==> config.mk <==
export PLATFORM = sky130hd
export DESIGN_NAME = ram_frame_reader
export DESIGN_NICKNAME = d
export VERILOG_FILES = /design/src/rtl/m16_pkg.sv /design/src/rtl/manchester_encoder.sv /design/src/rtl/ram_frame_reader.sv
export SDC_FILE = /design/constraint.sdc
export NUM_CORES = 1
export LEC_CHECK = 0
export CORE_MARGIN = 1.5
export CORE_UTILIZATION = 41
export CTS_BUF_LIST = sky130_fd_sc_hd__clkbuf_16
export CTS_CLUSTER_DIAMETER = 150
export DETAILED_ROUTE_END_ITERATION = 8
export GPL_ROUTABILITY_DRIVEN = 0
export PLACE_DENSITY = 0.63
export SLEW_MARGIN = 30
export SYNTH_ARGS = -nofsm -noshare
export SYNTH_HDL_FRONTEND = slang
export SYNTH_SLANG_ARGS = --single-unit
==> constraint.sdc <==
create_clock -name clk -period 3.7 [get_ports clk]
set_input_delay 0.74 -clock clk [delete_from_list [all_inputs] [get_ports clk]]
set_output_delay 0.74 -clock clk [all_outputs]
set_load 0.05 [all_outputs]
==> src/rtl/m16_pkg.sv <==
// Constants and types shared by the M16 imitator frame-RAM writer and reader.
package m16_pkg;

  localparam int M16_ADDR_W    = 11;
  localparam int M16_DATA_W    = 12;
  localparam int M16_HALF_SIZE = 1024;

  typedef enum logic [1:0] {
    IDLE  = 2'd0,
    PRIME = 2'd1,
    SHIFT = 2'd2
  } rd_state_e;

endpackage

==> src/rtl/manchester_encoder.sv <==
// Manchester half-bit generator: a loaded bit is driven as-is for HALF_PERIOD
// clocks, then inverted for HALF_PERIOD clocks; bit_done_o marks the final clock.
module manchester_encoder #(
  parameter int HALF_PERIOD = 2
) (
  input  logic clk_i,
  input  logic reset_i,
  input  logic bit_i,
  input  logic load_i,
  output logic dout_o,
  output logic bit_done_o
);

  localparam int PH_W = (HALF_PERIOD > 1) ? $clog2(HALF_PERIOD) : 1;
  localparam logic [PH_W-1:0] PH_LAST = PH_W'(HALF_PERIOD - 1);

  logic [PH_W-1:0] ph_q, ph_d;
  logic            half_q, half_d;
  logic            bit_q, bit_d;

  always_comb begin
    ph_d   = ph_q;
    half_d = half_q;
    bit_d  = bit_q;
    if (load_i) begin
      bit_d  = bit_i;
      ph_d   = '0;
      half_d = 1'b0;
    end else if (ph_q == PH_LAST) begin
      ph_d   = '0;
      half_d = ~half_q;
    end else begin
      ph_d = ph_q + PH_W'(1);
    end
  end

  always_ff @(posedge clk_i) begin
    if (reset_i) begin
      ph_q   <= '0;
      half_q <= 1'b0;
    end else begin
      ph_q   <= ph_d;
      half_q <= half_d;
    end
  end

  always_ff @(posedge clk_i) begin
    bit_q <= bit_d;
  end

  assign dout_o     = bit_q ^ half_q;
  assign bit_done_o = half_q && (ph_q == PH_LAST);

endmodule

==> src/rtl/ram_frame_reader.sv <==
// Streams 12-bit words from the frame RAM as a gapless MSB-first Manchester line,
// toggling buf_switch as each half-buffer is consumed so the writer can refill it.
module ram_frame_reader
  import m16_pkg::*;
#(
  parameter int ADDR_W      = M16_ADDR_W,
  parameter int DATA_W      = M16_DATA_W,
  parameter int HALF_SIZE   = M16_HALF_SIZE,
  parameter int HALF_PERIOD = 2,
  parameter int RD_LAT      = 2
) (
  input  logic              clk,
  input  logic              reset,
  input  logic              enable,
  input  logic [DATA_W-1:0] q,
  output logic [ADDR_W-1:0] rdaddress,
  output logic              dout,
  output logic              word_strobe,
  output logic              buf_switch,
  output logic              busy
);

  localparam int WORD_CLKS = DATA_W * 2 * HALF_PERIOD;
  localparam int CYC_W     = $clog2(WORD_CLKS);
  localparam int PC_W      = (RD_LAT > 0) ? $clog2(RD_LAT + 1) : 1;

  localparam logic [CYC_W-1:0] CYC_LAST    = CYC_W'(WORD_CLKS - 1);
  localparam logic [CYC_W-1:0] CYC_PRELAST = CYC_W'(WORD_CLKS - 2);
  localparam logic [CYC_W-1:0] CYC_FETCH   = CYC_W'(RD_LAT + 1);
  localparam logic [PC_W-1:0]  PC_LAST     = PC_W'(RD_LAT);

  // The prefetch slot must land strictly before the word's last clock.
  if (WORD_CLKS <= RD_LAT + 2) begin : g_bad_latency
    $error("ram_frame_reader: DATA_W*2*HALF_PERIOD must exceed RD_LAT+2");
  end
  if ((HALF_SIZE <= 0) || ((HALF_SIZE & (HALF_SIZE - 1)) != 0) || (HALF_SIZE > (1 << ADDR_W))) begin : g_bad_half
    $error("ram_frame_reader: HALF_SIZE must be a power of two dividing 2**ADDR_W");
  end

  rd_state_e         state_q, state_d;
  logic [PC_W-1:0]   pcnt_q, pcnt_d;
  logic [CYC_W-1:0]  cyc_q, cyc_d;
  logic [ADDR_W-1:0] rdaddress_q, rdaddress_d;
  logic              buf_switch_q, buf_switch_d;
  logic              word_strobe_q, word_strobe_d;
  logic [DATA_W-1:0] shreg_q, shreg_d;
  logic [DATA_W-1:0] hold_q, hold_d;

  logic              enc_load, enc_bit, enc_dout, bit_done;
  logic              prime_last, word_last, load_word, half_end;
  logic [ADDR_W-1:0] word_addr;

  manchester_encoder #(
    .HALF_PERIOD (HALF_PERIOD)
  ) u_enc (
    .clk_i      (clk),
    .reset_i    (reset),
    .bit_i      (enc_bit),
    .load_i     (enc_load),
    .dout_o     (enc_dout),
    .bit_done_o (bit_done)
  );

  // rdaddress already points one past the word on the line.
  assign word_addr  = rdaddress_q - ADDR_W'(1);
  assign half_end   = (word_addr == ADDR_W'(HALF_SIZE - 1)) || (word_addr == '1);
  assign prime_last = (state_q == PRIME) && (pcnt_q == PC_LAST);
  assign word_last  = (state_q == SHIFT) && (cyc_q == CYC_LAST);
  assign load_word  = prime_last || (word_last && enable);

  always_comb begin
    state_d       = state_q;
    pcnt_d        = '0;
    cyc_d         = '0;
    rdaddress_d   = rdaddress_q;
    buf_switch_d  = buf_switch_q;
    word_strobe_d = load_word;
    shreg_d       = shreg_q;
    hold_d        = hold_q;
    enc_load      = 1'b0;
    enc_bit       = shreg_q[DATA_W-2];
    case (state_q)
      IDLE: begin
        if (enable) state_d = PRIME;
      end
      PRIME: begin
        pcnt_d = pcnt_q + PC_W'(1);
        if (prime_last) begin
          state_d     = SHIFT;
          shreg_d     = q;
          enc_load    = 1'b1;
          enc_bit     = q[DATA_W-1];
          rdaddress_d = rdaddress_q + ADDR_W'(1);
        end
      end
      SHIFT: begin
        cyc_d = cyc_q + CYC_W'(1);
        if (cyc_q == CYC_FETCH) hold_d = q;
        // Toggle lands one clock early so it is visible on the word's last clock.
        if ((cyc_q == CYC_PRELAST) && half_end) buf_switch_d = ~buf_switch_q;
        if (word_last) begin
          cyc_d = '0;
          if (enable) begin
            shreg_d     = hold_q;
            enc_load    = 1'b1;
            enc_bit     = hold_q[DATA_W-1];
            rdaddress_d = rdaddress_q + ADDR_W'(1);
          end else begin
            state_d = IDLE;
          end
        end else if (bit_done) begin
          shreg_d  = shreg_q << 1;
          enc_load = 1'b1;
        end
      end
      default: state_d = IDLE;
    endcase
  end

  always_ff @(posedge clk) begin
    if (reset) begin
      state_q       <= IDLE;
      pcnt_q        <= '0;
      cyc_q         <= '0;
      rdaddress_q   <= '0;
      buf_switch_q  <= 1'b0;
      word_strobe_q <= 1'b0;
    end else begin
      state_q       <= state_d;
      pcnt_q        <= pcnt_d;
      cyc_q         <= cyc_d;
      rdaddress_q   <= rdaddress_d;
      buf_switch_q  <= buf_switch_d;
      word_strobe_q <= word_strobe_d;
    end
  end

  always_ff @(posedge clk) begin
    shreg_q <= shreg_d;
    hold_q  <= hold_d;
  end

  assign rdaddress   = rdaddress_q;
  assign dout        = (state_q == SHIFT) && enc_dout;
  assign word_strobe = word_strobe_q;
  assign buf_switch  = buf_switch_q;
  assign busy        = (state_q != IDLE);

endmodule

; ---- Word level (Yosys, flattened, before mapping)
; Cells that the tools add are included.
[totals]
latchBits = 0
output_inout_bits = 15
elab_cells = 79
in_bits = 15
ramBits = 0
romBits = 0
regBits = 49
memories = 0
[op_classes]
n_bitwise = 5
div = 0
n_mul = 0
n_shift = 0
add_sub_neg = 5
mux = 23
n_reduce_logical = 20
eq_ne = 15
magnitude_cmp = 0
[op_table]
columns = cell, count
row1 = 11-bit 2-to-1 mux, 7
row2 = 11-bit case mux with 2 select lines, 2
row3 = "6-bit == test, second input constant", 2
row4 = 4-bit AND reduction, 3
row5 = "11-bit by 1-bit adder with 11-bit output, second input constant", 1
row6 = "11-bit by 10-bit == test with 1-bit output, second input constant", 1
row7 = "11-bit == test, second input constant", 1
row8 = "11-bit by 1-bit subtractor with 11-bit output, second input constant", 1
row9 = "2-bit != test, second input constant", 5
row10 = 2-bit 2-to-1 mux, 4
row11 = 1-bit 2-to-1 mux, 7
row12 = "6-bit by 1-bit adder with 6-bit output, second input constant", 1
row13 = "6-bit by 2-bit == test with 1-bit output, second input constant", 1
row14 = 1-bit logical AND, 6
row15 = "3-bit != test, second input constant", 2
row16 = 2-bit case mux with 3 select lines, 1
row17 = 3-bit OR reduction, 2
row18 = "2-bit == test, second input constant", 2
row19 = 1-bit inverter, 4
row20 = 1-bit case mux with 2 select lines, 2
row21 = 2-bit AND reduction, 2
row22 = 2-bit nonzero test, 2
row23 = 2-bit OR reduction, 2
row24 = "2-bit by 1-bit adder with 2-bit output, second input constant", 1
row25 = other kinds (5), 6

; ---- Logic depth before layout (Yosys ltp)
; Gate-level depths: netlist of the first run.
[logic_depth]
depth_word = 5
ltp_mapped = 7
mapped_depth_nobuf = 6

; ---- By module
; Synthesis of the first run repeated with hierarchy kept, for this count alone.
[hier_totals]
cells_unflattened = 228
hier_area_um2 = 2328.5
[modules_own_cells]
columns = module, cells_each, area_per_inst_um2, instances, seq_area_each_um2
row1 = ram_frame_reader, 220, 2218.4, 1, 1151.1
row2 = manchester_encoder, 8, 110.1, 1, 70.1

; ---- Worst setup path after synthesis of the first run
; Ideal clock, no wire load.
[synth_path]
kind = reg2reg
start = register state_q[0]
end = register hold_q[0] (enable)
synth_period_minus_slack_ns = 2.551
t_arrival_ns = 2.138
n_path_buf = 1
path_slack_ns = 1.149
required_time_ns = 3.288
setup_ns = 0.412
path_stages_with_launch = 6
path_cell_list = dfxtp_1 -> inv_1 -> ha_1 -> clkbuf_1 -> nand2b_1 -> nor4_1
[synth_between]
elab_chain_len = 2
[synth_lines]
columns = item, line
row1 = "start, declared", ram_frame_reader.sv:40  ; rd_state_e state_q, state_d;
row2 = "start signal, assigned", ram_frame_reader.sv:129  ; state_q <= state_d;
row3 = 2-bit == test, ram_frame_reader.sv:82  ; case (state_q)
row4 = 2-bit AND reduction (no line), -
row5 = "end signal, assigned", ram_frame_reader.sv:140  ; hold_q <= hold_d;
row6 = "end, declared", ram_frame_reader.sv:47  ; logic [DATA_W-1:0] hold_q, hold_d;
; No other way between the ends.
; A chain may end at the register's enable or synchronous reset.

; ---- Worst setup path in the final report of the first run
[layout_path]
start = register state_q[0]
end = output port dout
[layout_between]
elab_chain_len = 2
[layout_lines]
columns = item, line
row1 = 2-bit == test, ram_frame_reader.sv:144  ; assign dout = (state_q == SHIFT) && enc_dout;
row2 = 1-bit logical AND, ram_frame_reader.sv:144
row3 = "end, declared", ram_frame_reader.sv:17  ; output logic dout,
; No other way between the ends.

==> key figures, run 1 <==
Clock network
  • CTS Buf Count: 5
  • Clk_lat worst skew: a little under 0.3 ns
  • Clock transition at the registers of the reported paths: ~0.060 ns
  • CTS Root Buffer Type: clkbuf_16
  • Clock Path Buffers: 2
  • Postcts setup bufs: 0
  • # clock sinks: 49
  • Post-CTS sizing: 0
  • Hold_buf cts: 0
  • CTS tree: done
  • Number of H-tree levels: 2

Yosys
  • Syn Nets: 249
  • Top FF cell, synth: dfxtp_1
  • Unique cell type count in the Yosys netlist: 39
  • Post-synth ARST share: 0%
  • Yosys warns: 0
  • Synth Register Bits: between 40 and 50
  • Syn Std Cell Area: between 0.002 and 0.0025 sq mm
  • Register area share after synthesis: a little over half
  • EDFF count, synth: 24
  • Mapped Cells: about 230
  • Syn_area_per_cell: between 10 and 15 sq um

STA
  • Hold_ws: roughly 0.41 ns
  • Max Freq: between 0.3 and 0.4 GHz
  • Final Hold Viols: 0
  • Final setup vio count: 0
  • Tcrit/Tclk final: approximately 70%
  • Relative slew slack: approximately three fifths
  • Max-slew violation count: 0
  • RSZ-0062 raised after global routing: false
  • Sum of negative setup slack: 0 ns
  • Clk_skew: around 0.009 ns
  • Slew @ Worst Pin: 0.591 ns
  • Clock period minus worst slack: around 2.6 ns

Detailed routing
  • Post-route ant nets: 0
  • DRC Markers: 0
  • Routed via count: 1737
  • Drt wl/cell: about 14 um
  • Via density: roughly 5.2
  • Drt total wl: around 4500 um
  • Iter 0 DRT Violations: 150
  • Drt pass-1 iters: 4

Finish
  • Post-layout util: 52.0%
  • Share of layout cells above drive strength 1: roughly 7%
  • Nets@finish: about 280
  • Area grow syn2layout: 23.1%
  • Diode count: 0
  • Final Non-Filler Cells: between 300 and 400

Power
  • Maximum VDD drop: around 0.27 mV
  • Pwr Density: 439 mW/mm^2
  • LEAKAGE: around 0.00094 uW

Job
  • Max-cap viol count: 0

Worst setup path
  • Worst setup SP type: flop
  • Arrival time at the worst endpoint: between 1.5 and 2 ns
  • WP data required: 2.96 ns
  • CP Max Fanout: 3
  • Critical path class: reg2out
  • Crit path capture type: primary output

Global routing
  • Initial antenna violation count: 0
  • Congestion Overflow GR: 0
  • Met1 GRT Util: between 20 and 25%
  • Met3 Resource Use GR: ~3.3%
  • GR peak layer: met2
  • Vias in the first global route: 1600
  • Gr usage total: 15.6%
  • Largest net degree at the start of global routing: 32
  • First-pass GRT wire length: 7610 um
  • Grt met2 use: 24.1%

Floorplanning
  • Initial Utilization: 42.2%
  • Core ar.: about 0.0055 sq mm
  • DIE WIDTH: just under 80 um
  • Num ports: 30
  • Die area: between 0.006 and 0.007 sq mm
  • Row count: 27
  • Die H: a little under 80 um

Place
  • Cells after DPL: 323
  • Port Buffers: 29
  • Detail Placement HPWL: a little over 3000 um

Outcome
  • Outcome: complete, no violations

Hold path
  • Hold/Removal Path Class: reg2reg
## path summary, 6_finish.rpt
| kind | startpoint | to | slack [ns] | cells past startpoint |
|---|---|---|---|---|
| min reg2reg | pcnt_q[0] | pcnt_q[0] | 0.41 | 1 |
| min | pcnt_q[0] | pcnt_q[0] | 0.41 | 1 |
| max | state_q[0] | dout | 1.13 | 4 |
| max reg2reg | state_q[0] | rdaddress[9] | 1.45 | 7 |
## metal layers
layer  part of all wire, %  routed length [um]
met5                     0                   0
met4                  0.75                  34
met3                   3.8                 171
met2                    46                2080
met1                    49                2220
## cells by family after synthesis
logic type	synth area share (%)
muxes	6.56
buffers and inverters	3.60
xor gates and xnor gates	2.26
AOI/OAI and AO/OA	11.8
adders and majority gates	4.30
and+or+nand+nor	18.9
DFF	52.5
## placed cells by master (no fill, tap or decap), types with 6 or more instances in the layout
cell,Yosys,layout
inv_1,11,11
ha_1,8,8
or4_1,7,7
o21ai_0,6,6
nor2_1,28,28
edfxtp_1,24,24
dfxtp_1,25,25
o31ai_1,7,7
nand3_1,9,9
clkdlybuf4s50_1,0,29
mux2i_1,13,12
nand2_1,11,11
a21oi_1,21,21
## final cells by class
type	count	area [sq um]
flip-flops and latches	49	1220
multi-input cells	157	1030
repair buffers	34	328
well taps	72	90.1
inverters	11	41.3
fillers	501	2640
clock buffers	5	125
clock inverters	3	26.3
## Yosys cell counts, types with 2 or more instances
cell       instances  share of area [%]
nor2_1            28                4.5
dfxtp_1           25                 22
edfxtp_1          24                 31
a21oi_1           21                4.5
mux2i_1           13                5.6
inv_1             11                1.8
nand2_1           11                1.8
nand3_1            9                1.9
ha_1               8                4.3
clkbuf_1           7                1.1
o31ai_1            7                2.3
or4_1              7                2.3
o21ai_0            6                1.3
nor4_1             5                1.3
or3_1              4                1.1
nand4_1            3               0.81
nor2b_1            3               0.81
nor3_1             3               0.65
xnor2_1            3                1.1
xor2_1             3                1.1
a21o_1             2               0.65
mux2_2             2               0.97
nand2b_1           2               0.54
o2111ai_1          2               0.75
o211ai_1           2               0.65
o21a_1             2               0.65
## sequential cells by signal, indices dropped and copies added, names as in the netlist
| signal | count |
|---|---|
| buf_switch | 1 |
| cyc_q | 6 |
| hold_q | 12 |
| pcnt_q | 2 |
| rdaddress | 11 |
| shreg_q | 11 |
| state_q | 2 |
| u_enc.bit_q | 1 |
| u_enc.half_q | 1 |
| u_enc.ph_q | 1 |
| word_strobe | 1 |
## metrics by stage
stage	area, sq um	worst slack [ns]	total power, uW
finish	2860	1.13	1260
global route	2860	1.05	1320
CTS	2860	1.11	1270
detailed placement	2710	0.959	808
global placement	2710	0.999	805
floorplan	2330	1.15	751
## power by group
| group | total (uW) | internal (uW) | switching (uW) | leakage (uW) |
|---|---|---|---|---|
| clock | 461 | 255 | 205 | 0.0000680 |
| combinational | 189 | 74.3 | 115 | 0.000451 |
| sequential | 609 | 596 | 13.0 | 0.000419 |
| total | 1260 | 925 | 333 | 0.000938 |
## critical path: stages (launching register included)
cell and delay [ns]:
dfxtp_1 0.32, inv_1 0.08, ha_1 0.19, and2_1 0.16
clkdlybuf4s50_1 0.80
No activity file was read; power rests on OpenSTA's default activity.
==> run 2: changes to the inputs <==
Clock period 3.7 ns to 2.4 ns, I/O delays scaled along.
==> key figures, run 2 (synthesis results as in run 1) <==
Place
  • Port Buffers: 29 (unchanged)
  • Detail Placement HPWL: 3190 um (+4.1%)

Clock network
  • Clock transition at the registers of the reported paths: 0.06 ns (about the same)
  • Clk_lat worst skew: 0.28 ns (about the same)
  • Hold_buf cts: 0 (unchanged)
  • Postcts setup bufs: 0 (unchanged)
  • # clock sinks: 49 (unchanged)
  • CTS tree: done
  • CTS Buf Count: 5 (unchanged)
  • Post-CTS sizing: 0 (unchanged)
  • CTS Root Buffer Type: clkbuf_16
  • Number of H-tree levels: 2 (unchanged)
  • Clock Path Buffers: 2 (unchanged)

Floorplanning
  • DIE WIDTH: 78.3 um (unchanged)
  • Num ports: 30 (unchanged)
  • Die H: 78.3 um (unchanged)
  • Die area: 0.00613 sq mm (unchanged)
  • Row count: 27 (unchanged)
  • Core ar.: 0.00551 sq mm (unchanged)
  • Initial Utilization: 42.2% (unchanged)

Power
  • LEAKAGE: 0.000961 uW (+2.5%)
  • Pwr Density: 662 mW/mm^2 (+51%)
  • Maximum VDD drop: 0.394 mV (+47%)

STA
  • Max-slew violation count: 0 (unchanged)
  • Sum of negative setup slack: 0 ns (unchanged)
  • Clk_skew: 0.00325 ns (-0.00557 ns)
  • Final setup vio count: 0 (unchanged)
  • Tcrit/Tclk final: a little over nine tenths
  • Max Freq: approximately 0.44 GHz
  • Relative slew slack: 66.6% (+6.8 points)
  • Hold_ws: 0.412 ns (-0.00185 ns)
  • RSZ-0062 raised after global routing: false
  • Final Hold Viols: 0 (unchanged)
  • Clock period minus worst slack: approximately 2.3 ns
  • Slew @ Worst Pin: 0.500 ns (-0.0913 ns)

Outcome
  • Outcome: complete, no violations

Global routing
  • Vias in the first global route: 1574 (-1.6%)
  • Congestion Overflow GR: 0 (unchanged)
  • Initial antenna violation count: 0 (unchanged)
  • First-pass GRT wire length: 7370 um (-3.2%)
  • Gr usage total: 15.2% (-0.39 points)
  • Largest net degree at the start of global routing: 18 (-44%)

Detailed routing
  • Post-route ant nets: 0 (unchanged)
  • Via density: 5.21 (-0.69%)
  • Drt wl/cell: 13.5 um (-0.99%)
  • Routed via count: 1751 (+0.81%)
  • Drt pass-1 iters: 4 (unchanged)
  • Drt total wl: 4530 um (+0.51%)
  • DRC Markers: 0 (unchanged)
  • Iter 0 DRT Violations: 88 (-41%)

Finish
  • Max reg flops: 12 (unchanged)
  • Commonest non-fill, non-tap cells in the layout: nor2_1, clkdlybuf4s50_1, dfxtp_1
  • Diode count: 0 (unchanged)
  • Post-layout util: 52.7% (+0.73 points)
  • Share of layout cells above drive strength 1: 8.71% (+1.8 points)
  • Biggest register: hold_q
  • Area grow syn2layout: 24.8%
  • Nets@finish: 286 (+1.8%)

Hold path
  • Hold Path Cell Cnt: 1 (unchanged)
  • Hold/Removal Path Class: reg2reg
  • Hold_sp: pcnt_q[0]

Worst setup path
  • Crit. Startpoint: state_q[0]
  • Worst path cell trace: inv_1 -> ha_1 -> inv_1 -> clkdlybuf4s50_1
  • Crit-path slowest cell: clkdlybuf4s50_1
  • Worst path max stage delay: 0.81 ns (about the same)
  • Worst setup SP type: flop
  • CP Max Fanout: 3 (unchanged)
  • Arrival time at the worst endpoint: 1.80 ns (-0.03 ns)
  • R2r worst-path depth: 5 (-2)
  • Crit path capture type: primary output
  • WP data required: 1.92 ns (-1.04 ns)
  • Critical Path Most Common Cell: inv_1
  • Critical path class: reg2out
  • FF-to-FF Start: cyc_q[0]

Job
  • Max-cap viol count: 0 (unchanged)
run 2: through the flow:
step / worst slack, ns / instances / power, uW / instance area (sq um)
5_1_grt: 0.0338 / 336 / 2010 / 2900
4_1_cts: 0.108 / 336 / 1950 / 2900
2_1_floorplan: 0.184 / 226 / 1160 / 2330
6_report: 0.123 / 336 / 1920 / 2900
3_5_place_dp: 0.0930 / 328 / 1260 / 2760
3_3_place_gp: 0.130 / 328 / 1250 / 2760
run 2: critical path, delay by kind of cell, from the launching register on:
kind                       cells  cell delay, ns
adders and majority gates      1            0.19
buffers and inverters          3            0.96
DFF                            1            0.36
run 2: final timing paths:
| kind | to | slack, ns |
|---|---|---|
| worst max-delay path | busy | 0.12 |
| worst min register to register | pcnt_q[0] | 0.41 |
| worst min-delay path | pcnt_q[0] | 0.41 |
| worst max register to register | rdaddress[10] | 0.41 |
run 2: area by class of cell:
| type | instances | area (sq um) |
|---|---|---|
| fill | 495 | 2600 |
| sequential | 49 | 1220 |
| multi-input combinational | 157 | 1030 |
| timing repair buffer | 39 | 375 |
| clock buffer | 5 | 125 |
| tap | 72 | 90.1 |
| inverter | 11 | 41.3 |
| clock inverter | 3 | 22.5 |
run 2: where the power goes:
part           switching (uW)  internal [uW]
Combinational             176            125
Clock                     298            385
Sequential               18.7            919
run 2: metal layers:
layer / up-vias / wire length, um / global-route usage, %
li1: 910 / - / -
met1: 812 / 2200 / 20.9
met2: 24 / 2140 / 23.7
met3: 5 / 137 / 3.72
met4: 0 / 58 / 4.82
met5: - / 0 / 0
==> RTL edit (config.mk and constraints of run 1) <==
Make the reset (`reset` and `reset_i`) asynchronous in 2 clocked blocks.
--- a/src/rtl/manchester_encoder.sv
+++ b/src/rtl/manchester_encoder.sv
@@ -34,7 +34,7 @@
     end
   end
 
-  always_ff @(posedge clk_i) begin
+  always_ff @(posedge clk_i or posedge reset_i) begin
     if (reset_i) begin
       ph_q   <= '0;
       half_q <= 1'b0;
--- a/src/rtl/ram_frame_reader.sv
+++ b/src/rtl/ram_frame_reader.sv
@@ -117,7 +117,7 @@
     endcase
   end
 
-  always_ff @(posedge clk) begin
+  always_ff @(posedge clk or posedge reset) begin
     if (reset) begin
       state_q       <= IDLE;
       pcnt_q        <= '0;
Behaviour: differs if reset is asserted again (counterexample within 4 cycles, from zero or initial values and one cycle with reset high); with reset held inactive, the same outputs for 10 cycles.
==> RTL edit against run 1 <==
Final area is 0.17% higher; sequential cell count stayed put; routed wire length shrank 3.5%; area after synthesis up 1.1%; worst setup slack worse by 0.034 ns; via count fell by 5.6%; critical path type unchanged.
Power is not compared: it rests on default switching activity, and its combinational part moved more than twofold at a synthesized area within 25%.
==> RTL edit: results (changes against run 1) <==
** Power and ir drop
- Power attributed to the clock group is 436 uW.
- In this run, the combinational gates consume 2.3% of the power.

** Yosys
- Share of async-settable or async-resettable flops after synthesis :: 51.02% (+51 points)
- Cells taking the most area after synthesis :: sky130_fd_sc_hd__edfxtp_1 31%, sky130_fd_sc_hd__dfrtp_1 27%, sky130_fd_sc_hd__nand2_1 4.6%
- Post-synth top cells :: 29 x sky130_fd_sc_hd__nand2_1, 25 x sky130_fd_sc_hd__dfrtp_1, 24 x sky130_fd_sc_hd__edfxtp_1
- The fraction of the mapped netlist area in compound gates came to 9.207% (-2.6 points).
- Xor and xnor fraction of the mapped netlist area :: 5.961% (+3.7 points)
- The mean instance size in the synthesized netlist is 10.88 um2 (+5.8%).
- The sequential-to-total area share from yosys stat was 57.26% (+4.8 points).
- Synth unique cells :: 36 (-7.7%)
- The most used flip-flop cell after synthesis is sky130_fd_sc_hd__dfrtp_1.
- Nets in the synthesized netlist :: 239 (-4.0%)
- The fraction of the mapped netlist area in adder cells was 4.258% (-0.046 points).

** Setup path
- Arrival @ worst endpoint :: 1.87 ns (+0.04 ns)
- Slowest cell on crit path :: sky130_fd_sc_hd__clkdlybuf4s50_1

** Detailed routing
- Vias per cell :: 5.125 (-2.3%)
- The number of violations reported at the end of detailed-routing iteration 0 was 94 (-37%).
- The total wirelength of the detailed-routed design was 4350 um (-3.5%).
- Routed wire length on met2 :: 2018 um (-3.2%)
- Total length of routed met3 wires :: 106 um (-38%)
- The average detailed-routed wire length per instance was 13.59 um (-0.21%).
- The met1 wire length was 2161 um (-2.6%).

** GRT
- The number of global-route vias before repair came to 1545 (-3.4%).
- Met2 track demand over resource :: 23.10% (-0.98 points)
- The global routing met1 resource utilization is 22.09% (-0.16 points).
- Wire length of the first global-routing pass :: 7438 um (-2.3%)
- Met3 usage :: 3.103% (-0.15 points)
- Maximum number of pins on one net before global-route repair :: 38 (+19%)

** Place
- Number of cells after detailed placement :: 312 (-3.4%)
- The placed cell area came to 2728 um2 (+0.74%).
- Pre-CTS setup slack :: 1.166 ns (+0.2070 ns)
- The HPWL reported at the end of detailed placement came to 2978 um (-2.7%).

** Clock tree
- CTS clock-pin slew for the worst setup and hold paths :: 0.07 ns

** Timing
- The final clock skew came to 0.008423 ns (-0.0003926 ns).
- The worst max-slew margin expressed relative to the limit came to 46.74% (-13 points).

** Finish
- Core occupancy in the finished layout :: 52.08% (+0.091 points)
- The number of filler cells placed in the layout came to 499 (-0.40%).
- Layout cell share with drive strength beyond 1 :: 6.452% (-0.50 points)
- Net count reported at finish :: 270 (-3.9%)

** Outcome
- Status :: finished, final reports clean
## RTL edit: changes by cell type after synthesis, sizes merged, moves of 6 or more
| cell | change |
|---|---|
| dfxtp | -25 |
| nand2 | +19 |
| or4 | -6 |
| xnor2 | +6 |
| dfrtp | +25 |
| nor2 | -10 |
| mux2i | -13 |
| a31oi | +13 |
| a21oi | -17 |
## RTL edit: path summary, 6_finish.rpt
check	startpoint	to	slack, ns	depth (start not counted)
worst max-delay path	state_q[0]	dout	1.09	4
worst min-delay path	pcnt_q[0]	pcnt_q[0]	0.42	1
worst max register to register	state_q[0]	rdaddress[1]	1.53	7
worst min register to register	pcnt_q[0]	pcnt_q[0]	0.42	1
max in group asynchronous	reset	cyc_q[4]	2.52	2
min in group asynchronous	reset	rdaddress[10]	0.82	2
## RTL edit: area by class of cell
type	count	area share, %
flip-flops and latches	49	46.95
multi-input cells	144	32.16
repair buffers	32	10.91
clock buffers	5	4.363
well taps	72	3.141
inverters	15	1.963
clock inverters	3	0.5236
